==> config.mk <==
export PLATFORM = sky130hd
export DESIGN_NAME = fp_div_round_pack
export DESIGN_NICKNAME = d
export VERILOG_FILES = /design/src/rtl/fp_div_pkg.sv /design/src/rtl/fp_sticky_shifter.sv /design/src/rtl/fp_div_round_pack.sv
export SDC_FILE = /design/constraint.sdc
export NUM_CORES = 1
export LEC_CHECK = 0
export CORE_MARGIN = 2
export CORE_UTILIZATION = 50
export CTS_CLUSTER_SIZE = 10
export DETAILED_ROUTE_END_ITERATION = 8
export GPL_TIMING_DRIVEN = 1
export PLACE_DENSITY = 0.77
export SLEW_MARGIN = 20
export SYNTH_ARGS = -nofsm -noshare
export SYNTH_HDL_FRONTEND = slang
export SYNTH_SLANG_ARGS = --single-unit
==> constraint.sdc <==
create_clock -name CLOCK -period 3.3 [get_ports CLOCK]
set_clock_uncertainty 0.15 [all_clocks]
set_input_delay 0.495 -clock CLOCK [delete_from_list [all_inputs] [get_ports CLOCK]]
set_output_delay 0.495 -clock CLOCK [all_outputs]
set_load 0.02 [all_outputs]
==> src/rtl/fp_div_pkg.sv <==
// Shared constants, exception codes and FSM state type for the fpdiv output stage.
package fp_div_pkg;

  localparam int unsigned BIAS    = 127;
  localparam logic [7:0]  EXP_INF = 8'hFF;
  localparam logic [31:0] QNAN    = 32'h7FFFFFFF;

  typedef enum logic [1:0] {
    EXC_NONE = 2'b00,
    EXC_UF   = 2'b01,
    EXC_OF   = 2'b10,
    EXC_INV  = 2'b11
  } exc_e;

  typedef enum logic [1:0] {
    StIdle,
    StAlign,
    StRound,
    StHold
  } state_e;

endpackage

==> src/rtl/fp_sticky_shifter.sv <==
// Combinational right shift of the mantissa by a saturating 5-bit amount.
// Bits shifted out are ORed into o_sticky; amounts >= W clear the mantissa.
module fp_sticky_shifter #(
  parameter int unsigned W = 26
) (
  input  logic [W-1:0] i_mant,
  input  logic [4:0]   i_shamt,
  output logic [W-1:0] o_mant,
  output logic         o_sticky
);

  logic [W-1:0] w_mask;

  // Shift and collect the discarded bits.
  always_comb begin
    o_mant   = '0;
    o_sticky = 1'b0;
    w_mask   = '0;
    if (32'(i_shamt) >= W) begin
      o_sticky = |i_mant;
    end else begin
      o_mant   = i_mant >> i_shamt;
      w_mask   = ~({W{1'b1}} << i_shamt);
      o_sticky = |(i_mant & w_mask);
    end
  end

endmodule

==> src/rtl/fp_div_round_pack.sv <==
// fpdiv output stage: denormal alignment, round-to-nearest-even, renormalization,
// IEEE-754 single packing and exception classification behind a valid/ready handshake.
// Optional macro FP_DIV_FTZ_EN: flush every result with a zero exponent field to
// signed zero (EXCEPTION=01) and bypass the denormal shifter.
module fp_div_round_pack
  import fp_div_pkg::*;
#(
  parameter int unsigned UEXP_W   = 10,
  parameter int unsigned FRAC_W   = 23,
  parameter int unsigned EXP_BITS = 8
) (
  input  logic                       CLOCK,
  input  logic                       RESET,
  input  logic                       in_valid,
  output logic                       in_ready,
  input  logic                       in_sign,
  input  logic [UEXP_W-1:0]          in_uexp,
  input  logic [FRAC_W+2:0]          in_mant,
  input  logic                       in_sticky,
  input  logic                       in_special,
  input  logic [EXP_BITS+FRAC_W:0]   in_special_word,
  input  logic [1:0]                 in_special_exc,
  output logic                       out_valid,
  input  logic                       out_ready,
  output logic [EXP_BITS+FRAC_W:0]   AbyB,
  output logic [1:0]                 EXCEPTION
);

  localparam int unsigned MW = FRAC_W + 3;
  localparam int unsigned WW = 1 + EXP_BITS + FRAC_W;
  localparam logic signed [10:0] W_EMAX = 11'((1 << EXP_BITS) - 1);

  state_e r_state, w_state_d;

  logic                 r_sign;
  logic                 r_sticky;
  logic [MW-1:0]        r_mant;
  logic signed [10:0]   r_exp;
  logic [WW-1:0]        r_word;
  logic [1:0]           r_exc;

  logic signed [10:0]   w_e_in;
  logic                 w_ovf;
  logic                 w_den;

  // Biased exponent, sign-extended to 11 bits so it never wraps.
  assign w_e_in = {{(11 - UEXP_W){in_uexp[UEXP_W-1]}}, in_uexp} + 11'(BIAS);
  assign w_ovf  = (r_exp >= W_EMAX);
  assign w_den  = (r_exp <= 11'sd0);

`ifndef FP_DIV_FTZ_EN
  logic signed [10:0]   w_shamt_wide;
  logic [4:0]           w_shamt;
  logic [MW-1:0]        w_sh_mant;
  logic                 w_sh_sticky;

  assign w_shamt_wide = 11'sd1 - r_exp;
  assign w_shamt      = (w_shamt_wide > 11'sd31) ? 5'd31 : w_shamt_wide[4:0];

  fp_sticky_shifter #(
    .W (MW)
  ) u_shifter (
    .i_mant   (r_mant),
    .i_shamt  (w_shamt),
    .o_mant   (w_sh_mant),
    .o_sticky (w_sh_sticky)
  );
`endif

  // Rounding datapath (used in ROUND).
  logic                 w_lsb, w_g, w_st, w_up, w_inexact;
  logic [FRAC_W+1:0]    w_sum;
  logic signed [10:0]   w_rexp;
  logic [FRAC_W-1:0]    w_frac;
  logic [WW-1:0]        w_rnd_word;
  logic [1:0]           w_rnd_exc;

  assign w_lsb     = r_mant[2];
  assign w_g       = r_mant[1];
  assign w_st      = r_mant[0] | r_sticky;
  assign w_up      = w_g & (w_st | w_lsb);
  assign w_inexact = w_g | w_st;
  assign w_sum     = {1'b0, r_mant[MW-1:2]} + {{(FRAC_W + 1){1'b0}}, w_up};

  // Renormalize after the increment and classify the packed result.
  always_comb begin
    w_rexp     = r_exp;
    w_frac     = w_sum[FRAC_W-1:0];
    w_rnd_word = '0;
    w_rnd_exc  = EXC_NONE;
    if (r_exp == 11'sd0) begin
      // Denormal: a carry into the hidden position promotes to the smallest normal.
      w_rexp = {10'b0, w_sum[FRAC_W]};
    end else if (w_sum[FRAC_W+1]) begin
      w_rexp = r_exp + 11'sd1;
      w_frac = w_sum[FRAC_W:1];
    end
`ifdef FP_DIV_FTZ_EN
    if (r_exp == 11'sd0) begin
      w_rnd_word = {r_sign, {(WW - 1){1'b0}}};
      w_rnd_exc  = EXC_UF;
    end else
`endif
    if (w_rexp >= W_EMAX) begin
      w_rnd_word = {r_sign, {EXP_BITS{1'b1}}, {FRAC_W{1'b0}}};
      w_rnd_exc  = EXC_OF;
    end else begin
      w_rnd_word = {r_sign, w_rexp[EXP_BITS-1:0], w_frac};
      w_rnd_exc  = ((w_rexp == 11'sd0) && w_inexact) ? EXC_UF : EXC_NONE;
    end
  end

  // State register.
  always_ff @(posedge CLOCK or negedge RESET) begin
    if (!RESET) begin
      r_state <= StIdle;
    end else begin
      r_state <= w_state_d;
    end
  end

  // Next-state logic.
  always_comb begin
    w_state_d = r_state;
    unique case (r_state)
      StIdle:  if (in_valid) w_state_d = in_special ? StHold : StAlign;
      StAlign: w_state_d = w_ovf ? StHold : StRound;
      StRound: w_state_d = StHold;
      StHold:  if (out_ready) w_state_d = StIdle;
      default: w_state_d = StIdle;
    endcase
  end

  // Operand capture, alignment and result registers.
  always_ff @(posedge CLOCK or negedge RESET) begin
    if (!RESET) begin
      r_sign   <= 1'b0;
      r_sticky <= 1'b0;
      r_mant   <= '0;
      r_exp    <= '0;
      r_word   <= '0;
      r_exc    <= EXC_NONE;
    end else begin
      unique case (r_state)
        StIdle: begin
          if (in_valid) begin
            r_sign   <= in_sign;
            r_mant   <= in_mant;
            r_sticky <= in_sticky;
            r_exp    <= w_e_in;
            if (in_special) begin
              r_word <= in_special_word;
              r_exc  <= in_special_exc;
            end
          end
        end
        StAlign: begin
          if (w_ovf) begin
            r_word <= {r_sign, {EXP_BITS{1'b1}}, {FRAC_W{1'b0}}};
            r_exc  <= EXC_OF;
          end else if (w_den) begin
`ifdef FP_DIV_FTZ_EN
            r_exp    <= 11'sd0;
`else
            r_mant   <= w_sh_mant;
            r_sticky <= r_sticky | w_sh_sticky;
            r_exp    <= 11'sd0;
`endif
          end
        end
        StRound: begin
          r_word <= w_rnd_word;
          r_exc  <= w_rnd_exc;
        end
        default: ;
      endcase
    end
  end

  // Handshake and result outputs.
  assign in_ready  = (r_state == StIdle);
  assign out_valid = (r_state == StHold);
  assign AbyB      = r_word;
  assign EXCEPTION = r_exc;

endmodule
* After elaboration in Yosys (flattened, before gate mapping) *
Cells that the tools add are included.

operators by class
  magnitude comparators = 5
  equal/unequal tests = 9
  shift-type cells = 2
  bitwise operators = 7
  multiplexer cells = 35
  reduce and logical (&&, ||, !) cells = 12
  multipliers = 0
  add/sub/neg operators = 4
  div/mod/pow operators = 0

operators by type and width
  operator                                                                              number
  26-bit two-way mux                                                                    4
  32-bit two-way mux                                                                    3
  32-bit case mux with 3 select lines                                                   1
  11-bit two-way mux                                                                    5
  26-bit case mux with 2 select lines                                                   1
  26-bit OR reduction                                                                   2
  23-bit two-way mux                                                                    2
  31-bit two-way mux                                                                    1
  26-bit AND                                                                            1
  26-bit NOT                                                                            1
  26-bit by 5-bit left shift with 26-bit output, first input constant                   1
  26-bit by 5-bit >> shifter with 26-bit output                                         1
  24-bit by 1-bit adder with 25-bit output                                              1
  11-bit by 9-bit greater-or-equal comparator with 1-bit output, second input constant  2
  11-bit zero test                                                                      2
  11-bit case mux with 2 select lines                                                   1
  2-bit two-way mux                                                                     7
  10-bit by 8-bit adder with 11-bit output, second input constant                       1
  11-bit by 2-bit adder with 11-bit output, second input constant                       1
  11-bit by 6-bit greater-than comparator with 1-bit output, second input constant      1
  11-bit by 1-bit less-or-equal comparator with 1-bit output, second input constant     1
  2-bit by 11-bit subtractor with 11-bit output, first input constant                   1
  2-bit inequality test, second input constant                                          4
  2-bit case mux with 4 select lines                                                    1
  other kinds (16)                                                                      28

word-level totals
  bits in registers = 75
  output and inout port bits = 36
  bits in latches = 0
  memories kept = 0
  input bits = 77
  word-level logic and storage cells = 81
  RAM bits = 0
  memory bits (read-only) = 0

* Longest topological paths before layout *
Gate-level depths: netlist of the first run.

  word-level depth = 12
  mapped depth = 13
  gate-level depth less buffers = 10

* Cells and area by module *
From an unflattened synthesis of the first run, not the netlist that was laid out.

second synthesis, totals
  cells, all modules = 795
  area total of the unflattened synthesis = 6812.8 um^2

modules (own cells, without submodules)
  module             cells each  area an instance (um^2)  seq. area each (um^2)  times used
  fp_div_round_pack  580         5076.1                   1876.8                 1
  fp_sticky_shifter  215         1736.7                   0.0                    1

* Worst setup path after synthesis of the first run *
No wires, ideal clock.

  kind = register to register
  start point = reg r_exp[1]
  end point = reg r_mant[6]
  path buffers = 1
  arrival time = 2.964 ns
  data required time = 3.068 ns
  setup slack = 0.104 ns
  cell stages (with the launch flop) = 11
  period minus slack after synthesis = 3.196 ns
  cell sequence = dfrtp_1 -> buf_4 -> clkinv_1 -> ha_1 -> xnor2_1 -> and4_1 -> nand2_1 -> a31oi_1 -> o221ai_2 -> or3_1 -> a31oi_1

on the way
  longest elaborated chain between the ends = 8
  elaborated cells on any way between the ends = 14
  those cells by class = add/sub: 1; order compare: 4; eq/ne: 2; shift: 1; mux: 5; reduce/logical: 1

ends and longest elaborated chain
  item                                                                                                RTL line                                          source
  start, declared                                                                                     fp_div_round_pack.sv:38                           logic signed [10:0] r_exp;
  start signal, assigned                                                                              fp_div_round_pack.sv:150                          r_exp <= w_e_in;
  2-bit by 11-bit subtractor with 11-bit output                                                       fp_div_round_pack.sv:57                           assign w_shamt_wide = 11'sd1 - r_exp;
  11-bit by 6-bit greater-than comparator with 1-bit output                                           fp_div_round_pack.sv:58                           assign w_shamt = (w_shamt_wide > 11'sd31) ? 5'd31 : w_shamt_wide[4:0];
  5-bit two-way mux                                                                                   fp_div_round_pack.sv:58
  26-bit by 5-bit >> shifter with 26-bit output or 5-bit greater-or-equal comparator (tied branches)  fp_sticky_shifter.sv:22, fp_sticky_shifter.sv:19
  26-bit two-way mux                                                                                  fp_sticky_shifter.sv:19                           if (32'(i_shamt) >= W) begin
  26-bit two-way mux                                                                                  fp_div_round_pack.sv:161                          end else if (w_den) begin
  26-bit two-way mux                                                                                  fp_div_round_pack.sv:158                          if (w_ovf) begin
  26-bit case mux with 2 select lines                                                                 fp_div_round_pack.sv:144                          unique case (r_state)
  end signal, assigned                                                                                fp_div_round_pack.sv:148                          r_mant <= in_mant;
  end signal, assigned                                                                                fp_div_round_pack.sv:165                          r_mant <= w_sh_mant;
  end, declared                                                                                       fp_div_round_pack.sv:37                           logic [MW-1:0] r_mant;

Several ways; a longest one is shown, not always the timed one. The select of a mux whose other input is x is not followed.
A chain may end at the register's enable or synchronous reset.

* Worst setup path after layout of the first run *
  start point = reg r_exp[2]
  end point = reg r_mant[12]

Same word-level chain as after synthesis.

==> results of run 1 <==
[through the flow]
| stage | power, mW | instance area [sq um] | TNS [ns] | std cells | setup slack, ns |
|---|---|---|---|---|---|
| after floorplan | 7.09 | 6960 | 0 | 910 | 0.104 |
| after global placement | 11.0 | 9050 | 0 | 1262 | 0.0766 |
| after detailed placement | 11.0 | 9050 | 0 | 1262 | 0.0106 |
| after CTS | 12.3 | 9440 | 0 | 1280 | 0.00905 |
| after global routing | 13.7 | 9620 | -0.0550 | 1287 | -0.0290 |
| final | 13.0 | 9620 | 0 | 1287 | 0.0204 |
[power breakdown]
group,switching (mW),internal (mW),leakage [nW]
logic,6.19,3.92,2.69
registers,0.335,1.38,0.919
clock network,0.433,0.785,0.176
total,6.95,6.09,3.78
[cell usage after synthesis (4+ instances only)]
cell type  number
nor2_1         88
a21oi_1        80
o21ai_0        79
dfrtp_1        75
nand2_1        75
clkbuf_1       50
xnor2_1        28
nand3_1        27
mux2i_1        25
nor3b_1        24
inv_1          22
nor3_1         21
a31oi_1        20
o211ai_1       20
buf_2          17
o22ai_1        17
nand2b_1       14
nand4_1        14
or3_1          14
a211oi_1       13
a221oi_1       12
ha_1           12
xor2_1         12
nor4_1         11
o31ai_1        10
a21o_1          8
o32ai_1         7
a22oi_1         6
and2_1          6
buf_4           5
mux2_2          5
or4_1           5
nor2b_1         4
o2111ai_1       4
o221ai_1        4
[worst reg2reg max path, delay by kind of cell (launching register included)]
family	cells	cell delay [ns]
buffers and inverters	2	0.34
AND/OR/NAND/NOR	2	0.88
AO/OA/AOI/OAI	5	1.24
multiplexers	1	0.15
flip-flops	1	0.39
[layout make-up]
class,instances,area share
multi-input cells,734,0.499
repair buffers,257,0.235
flip-flops and latches,75,0.195
clock buffers,11,0.0263
well taps,180,0.0234
clock inverters,5,0.0112
inverters,25,0.00975
[routing by layer]
metal,up-vias,share of wire,track usage
met4,2,0.062,0.234
met5,-,0.00042,0
met2,644,0.42,0.604
met1,3969,0.39,0.540
li1,3776,-,-
met3,169,0.13,0.119
[kinds of logic after synthesis]
family,count (synthesis)
compound gates,324
buf+inv,103
fa+ha+maj,12
simple gates,326
mux,30
flops,75
xor+xnor,40
[state kept, by name, indices dropped and copies added, names as in the netlist]
name and flops:
r_mant 26, r_sign 1, r_sticky 1, AbyB 32
EXCEPTION 2, r_exp 11, r_state 2
[repair_timing]
item | 4_1_cts | 5_1_grt
pin swaps | 1 | 5
endpoints found under the setup margin | 7 | 42
resized for setup | 1 | 28
cloned | 0 | 2
buffers inserted | 2 | 5
endpoints found under the hold margin | 0 | 0
[how the worst min path moves through the flow]
stage | start | endpoint | slack, ns | depth (start not counted)
finish | RESET | r_exp[0] | -0.009 | 1
global route | RESET | r_mant[23] | 0.1 | 1
global placement | AbyB[11] | AbyB[11] | 0.32 | 2
CTS | RESET | r_exp[3] | 0.20 | 1
floorplan | RESET | AbyB[0] | 0.05 | 0
detailed placement | AbyB[12] | AbyB[12] | 0.34 | 2
==> impl_metrics.yaml, run 1 <==
outcome:
  status: "complete, but fails checks"
  violations: "design-rule violations, negative hold slack"
logic_synthesis:
  synthDistinctLibCells: 82
  syn_inst: 910
  synthMuxAreaShare: 0.0441
  synth_top_family_by_area: "compound AO/OA/AOI/OAI gates"
  yosys.area.top_type: "dfrtp_1"
  synth_xor_area_frac: 0.0504
  synth_ff_type: "dfrtp_1"
  syn_area_per_cell_sq_um: 7.64
  synth_edf_count: 0
  synth_compound_area_frac: 0.307
  synthAdderAreaFrac: 0.0216
  yosys_warnings: 0
  synth_seq_cells: 75
  yosysSeqAreaShare: 0.270
  netlist_area_sq_um: 6960
  ys_top_cells_by_area: "dfrtp_1 27%, a21oi_1 5.8%, o21ai_0 5.7%"
  synth_top_area_share: 0.270
  synthSimpleGateAreaFrac: 0.242
  synth_fp_nets: 999
  async_reset_ff_frac: 1.00
worst_setup_path:
  startpoint_type: "flop"
  crit_required_ns: 3.39
  crit_path_end: "r_mant[12]"
  critical_path_class: "flop to flop"
  cp.arrival_ns: 3.37
  cp_slowest_stage_delay_ns: 0.46
  r2r_start: "r_exp[2]"
  cp_num_buf_inv: 2
  cp_slowest_cell: "or3_4"
  path_depth: 10
  r2r_end: "r_mant[12]"
  critPathTopFamily: "compound AO/OA/AOI/OAI gates"
  cp-startpoint: "r_exp[2]"
  ff2ff_path_depth: 10
  cpMostUsedCell: "o22ai_1"
  path_max_fanout: 6
  worstPathCellList: "buf_4, or3_4, o31a_1, or3_4, o21ai_4, buf_4, o22ai_1, o22ai_1, mux2i_2, o22ai_1"
  end_kind: "flop"
  ff2ff_setup_slack_ns: 0.02
floorplanning:
  core-area_sq_um: 13700
  rows: 43
  die_y_um: 122
  die_area_sq_um: 14900
  start_util: 0.507
  ioPinCount: 113
  die_w_um: 122
route:
  drt-initial-drc-count: 1241
  routed_wl_um: 30800
  dr.pass1.iters: 9
  vias: 8560
  ant_nets: 0
  viasPerCell: 6.65
  wire_per_inst_um: 23.9
  drc: 4
run:
  max_cap_violations: 0
power_and_ir_drop:
  vdd_drop_max_v: 0.000899
  powerDensity_nw_per_um2: 1360
  leakagePower_nw: 3.78
sta:
  hold_viol: 9
  fmax_ghz: 0.305
  min_period_over_period: 0.994
  maxSlewHeadroom: 0.514
  final-setup-viol-count: 0
  slew_violations: 0
  finalHoldWorstSlack_ns: -0.00926
  rsz0062_at_grt: "true"
  fin_crit_ns: 3.28
  tightest_slew_ns: 0.728
clock_network:
  cts_sinks: 75
  cts_tree: "done"
  cts_root_buf: "clkbuf_16"
  path_clk_slew_ns: 0.07
  ctsLongestPathBuffers: 2
  htree_levels: 3
  cts_buffers: 9
  hold_buffers: 0
  clock_latency_ns: 0.35
layout:
  mostFrequentLayoutCells: "140 x buf_4, 111 x clkdlybuf4s50_1, 88 x nor2_1"
  area_growth_pct: 38.3
  register_area_sq_um: 1880
  layout-drive-gt1-share: 0.194
  multi_input_area_sq_um: 4800
  layout_commonest_cell: "buf_4"
  final_util: 0.701
  nets: 1191
  fillers: 1119
  diodes: 0
global_route:
  grt_usage: 0.411
  grt_pass1_wl_um: 46100
  grt-ovfl-total: 0
  grt_start_max_net_pins: 76
  antenna_found_initial: 1
  grt_pass1_vias: 8147
min_path:
  hold_path.class: "input pin to asynchronous set/reset pin"
placed_design:
  numPortBuffers: 112
  dp_hpwl_um: 22500
  place.gp.congestion: 1.06
Note: power is estimated with default switching activity, not from simulation.
==> inputs of run 2 (changes only) <==
--- a/config.mk
+++ b/config.mk
@@ -10,7 +10,7 @@
 export CTS_CLUSTER_SIZE = 10
 export DETAILED_ROUTE_END_ITERATION = 8
 export GPL_TIMING_DRIVEN = 1
-export PLACE_DENSITY = 0.77
+export PLACE_DENSITY = 0.74
 export SLEW_MARGIN = 20
 export SYNTH_ARGS = -nofsm -noshare
 export SYNTH_HDL_FRONTEND = slang
==> constraint.sdc (replaced) <==
create_clock -name CLOCK -period 3.75 [get_ports CLOCK]
set_clock_uncertainty 0.15 [all_clocks]
set_input_delay 0.5625 -clock CLOCK [delete_from_list [all_inputs] [get_ports CLOCK]]
set_output_delay 0.5625 -clock CLOCK [all_outputs]
set_load 0.02 [all_outputs]
==> run 2 against run 1 <==
Effect of this change: the flow now finishes without violations; via count down 4.1%; non-clock buffer count is 60 lower; critical path depth increased by 1; wire length shrank 7.7%; cell area down 7.3%; global-route usage fell by 2.9 points; power is 22% lower; fmax fell by 10%; critical endpoint is now r_mant[1]; largest cell class unchanged.
==> impl_metrics.yaml, run 2 (synthesis gave the netlist of run 1 again) <==
sta:
  maxSlewHeadroom: 0.352
  hold_viol: 0
  min_period_over_period: 0.976
  rsz0062_at_grt: "false"
  fin_crit_ns: 3.66
  slew_violations: 0
  finalSetupTns_ns: 0
  final-setup-viol-count: 0
  fmax_ghz: 0.273
  finalHoldWorstSlack_ns: 0.00824
  tightest_slew_ns: 0.965
floorplanning:
  start_util: 0.507
  ioPinCount: 113
  core-area_sq_um: 13700
  die_w_um: 122
  die_y_um: 122
  rows: 43
  die_area_sq_um: 14900
worst_setup_path:
  startpoint_type: "flop"
  cp.arrival_ns: 3.72
  critical_path_class: "flop to flop"
  crit_required_ns: 3.81
  path_max_fanout: 15
  ff2ff_setup_slack_ns: 0.09
  end_kind: "flop"
  ff2ff_path_depth: 11
clock_network:
  htree_levels: 3
  cts_sinks: 75
  cts_root_buf: "clkbuf_16"
  hold_buffers: 0
  ctsLongestPathBuffers: 2
  cts_resized: 0
  cts_tree: "done"
  path_clk_slew_ns: 0.06
  cts_buffers: 9
  cts_setup_buffers: 0
  clock_latency_ns: 0.35
route:
  viasPerCell: 6.70
  wire_per_inst_um: 23.2
  ant_nets: 0
  dr.pass1.iters: 6
  drt-initial-drc-count: 1369
  drc: 0
  routed_wl_um: 28400
  vias: 8212
layout:
  layout_commonest_cell: "clkdlybuf4s50_1"
  largest_reg_flops: 32
  diodes: 0
  mostFrequentLayoutCells: "111 x clkdlybuf4s50_1, 88 x nor2_1, 84 x buf_4"
  area_growth_pct: 28.3
  final_util: 0.650
  layout-drive-gt1-share: 0.130
  nets: 1129
global_route:
  grt_pass1_wl_um: 43300
  grt_start_max_net_pins: 76
  grt-ovfl-total: 0
  grt_usage: 0.383
  antenna_found_initial: 0
  grt_pass1_vias: 7662
placed_design:
  place.gp.congestion: 1.11
  dp_hpwl_um: 20800
  numPortBuffers: 112
power_and_ir_drop:
  powerDensity_nw_per_um2: 1140
  p_total_mw: 10.2
  vdd_drop_max_v: 0.000580
  leakagePower_nw: 3.42
min_path:
  hold_path.class: "input pin to asynchronous set/reset pin"
outcome:
  status: "finished, final reports clean"
run:
  max_cap_violations: 0
run 2: changes by cell type in the layout (fill, tap and decap cells not counted), sizes merged:
cell | previous run | this run
nand3b | 3 | 2
buf | 146 | 86
o21ai | 84 | 83
clkbuf | 11 | 10
bufinv | 3 | 0
clkinv | 4 | 7
clkinvlp | 0 | 1
run 2: final timing paths:
path | startpoint | endpoint
hold reg to reg | AbyB[7] | AbyB[7]
setup / recovery | r_exp[2] | r_mant[1]
setup reg to reg | r_exp[2] | r_mant[1]
max in group asynchronous | RESET | AbyB[1]
hold / removal | RESET | r_exp[4]
min in group CLOCK | AbyB[7] | AbyB[7]
run 2: report_power, final:
part	internal [mW]	switching, mW	total [mW]
sequential	1.22	0.336	1.55
clock	0.466	0.372	0.838
combinational	2.82	5.00	7.82
run 2: final cells by class:
class | instances | area [sq um]
fill | 1166 | 4800
sequential | 75 | 1880
clock inverter | 6 | 40.0
multi-input combinational | 732 | 4650
clock buffer | 10 | 239
timing repair buffer | 197 | 1800
tap | 180 | 225
inverter | 25 | 93.8
run 2: worst max-delay path, stage by stage, from the launching register on:
cell and delay [ns]:
dfrtp_1 0.38, inv_1 0.10, ha_1 0.17, or3b_1 0.38, and4_1 0.23, o22ai_1 0.68, o21ai_4 0.31, buf_4 0.25
o211ai_1 0.17, nand2_1 0.13, a221oi_1 0.39, a31oi_1 0.17
run 2: through the flow:
step	area, sq um	setup WS, ns	cells
floorplan	6960	0.554	910
global placement	8590	0.229	1207
detailed placement	8590	0.237	1207
CTS	8870	0.221	1223
global route	8920	0.0331	1225
finish	8920	0.0883	1225
run 2: metal layers:
layer,part of all wire,GRT usage,vias up
li1,-,-,3659
met1,0.41,0.538,3780
met2,0.40,0.550,622
met3,0.13,0.0997,151
met4,0.052,0.172,0
met5,0,0,-
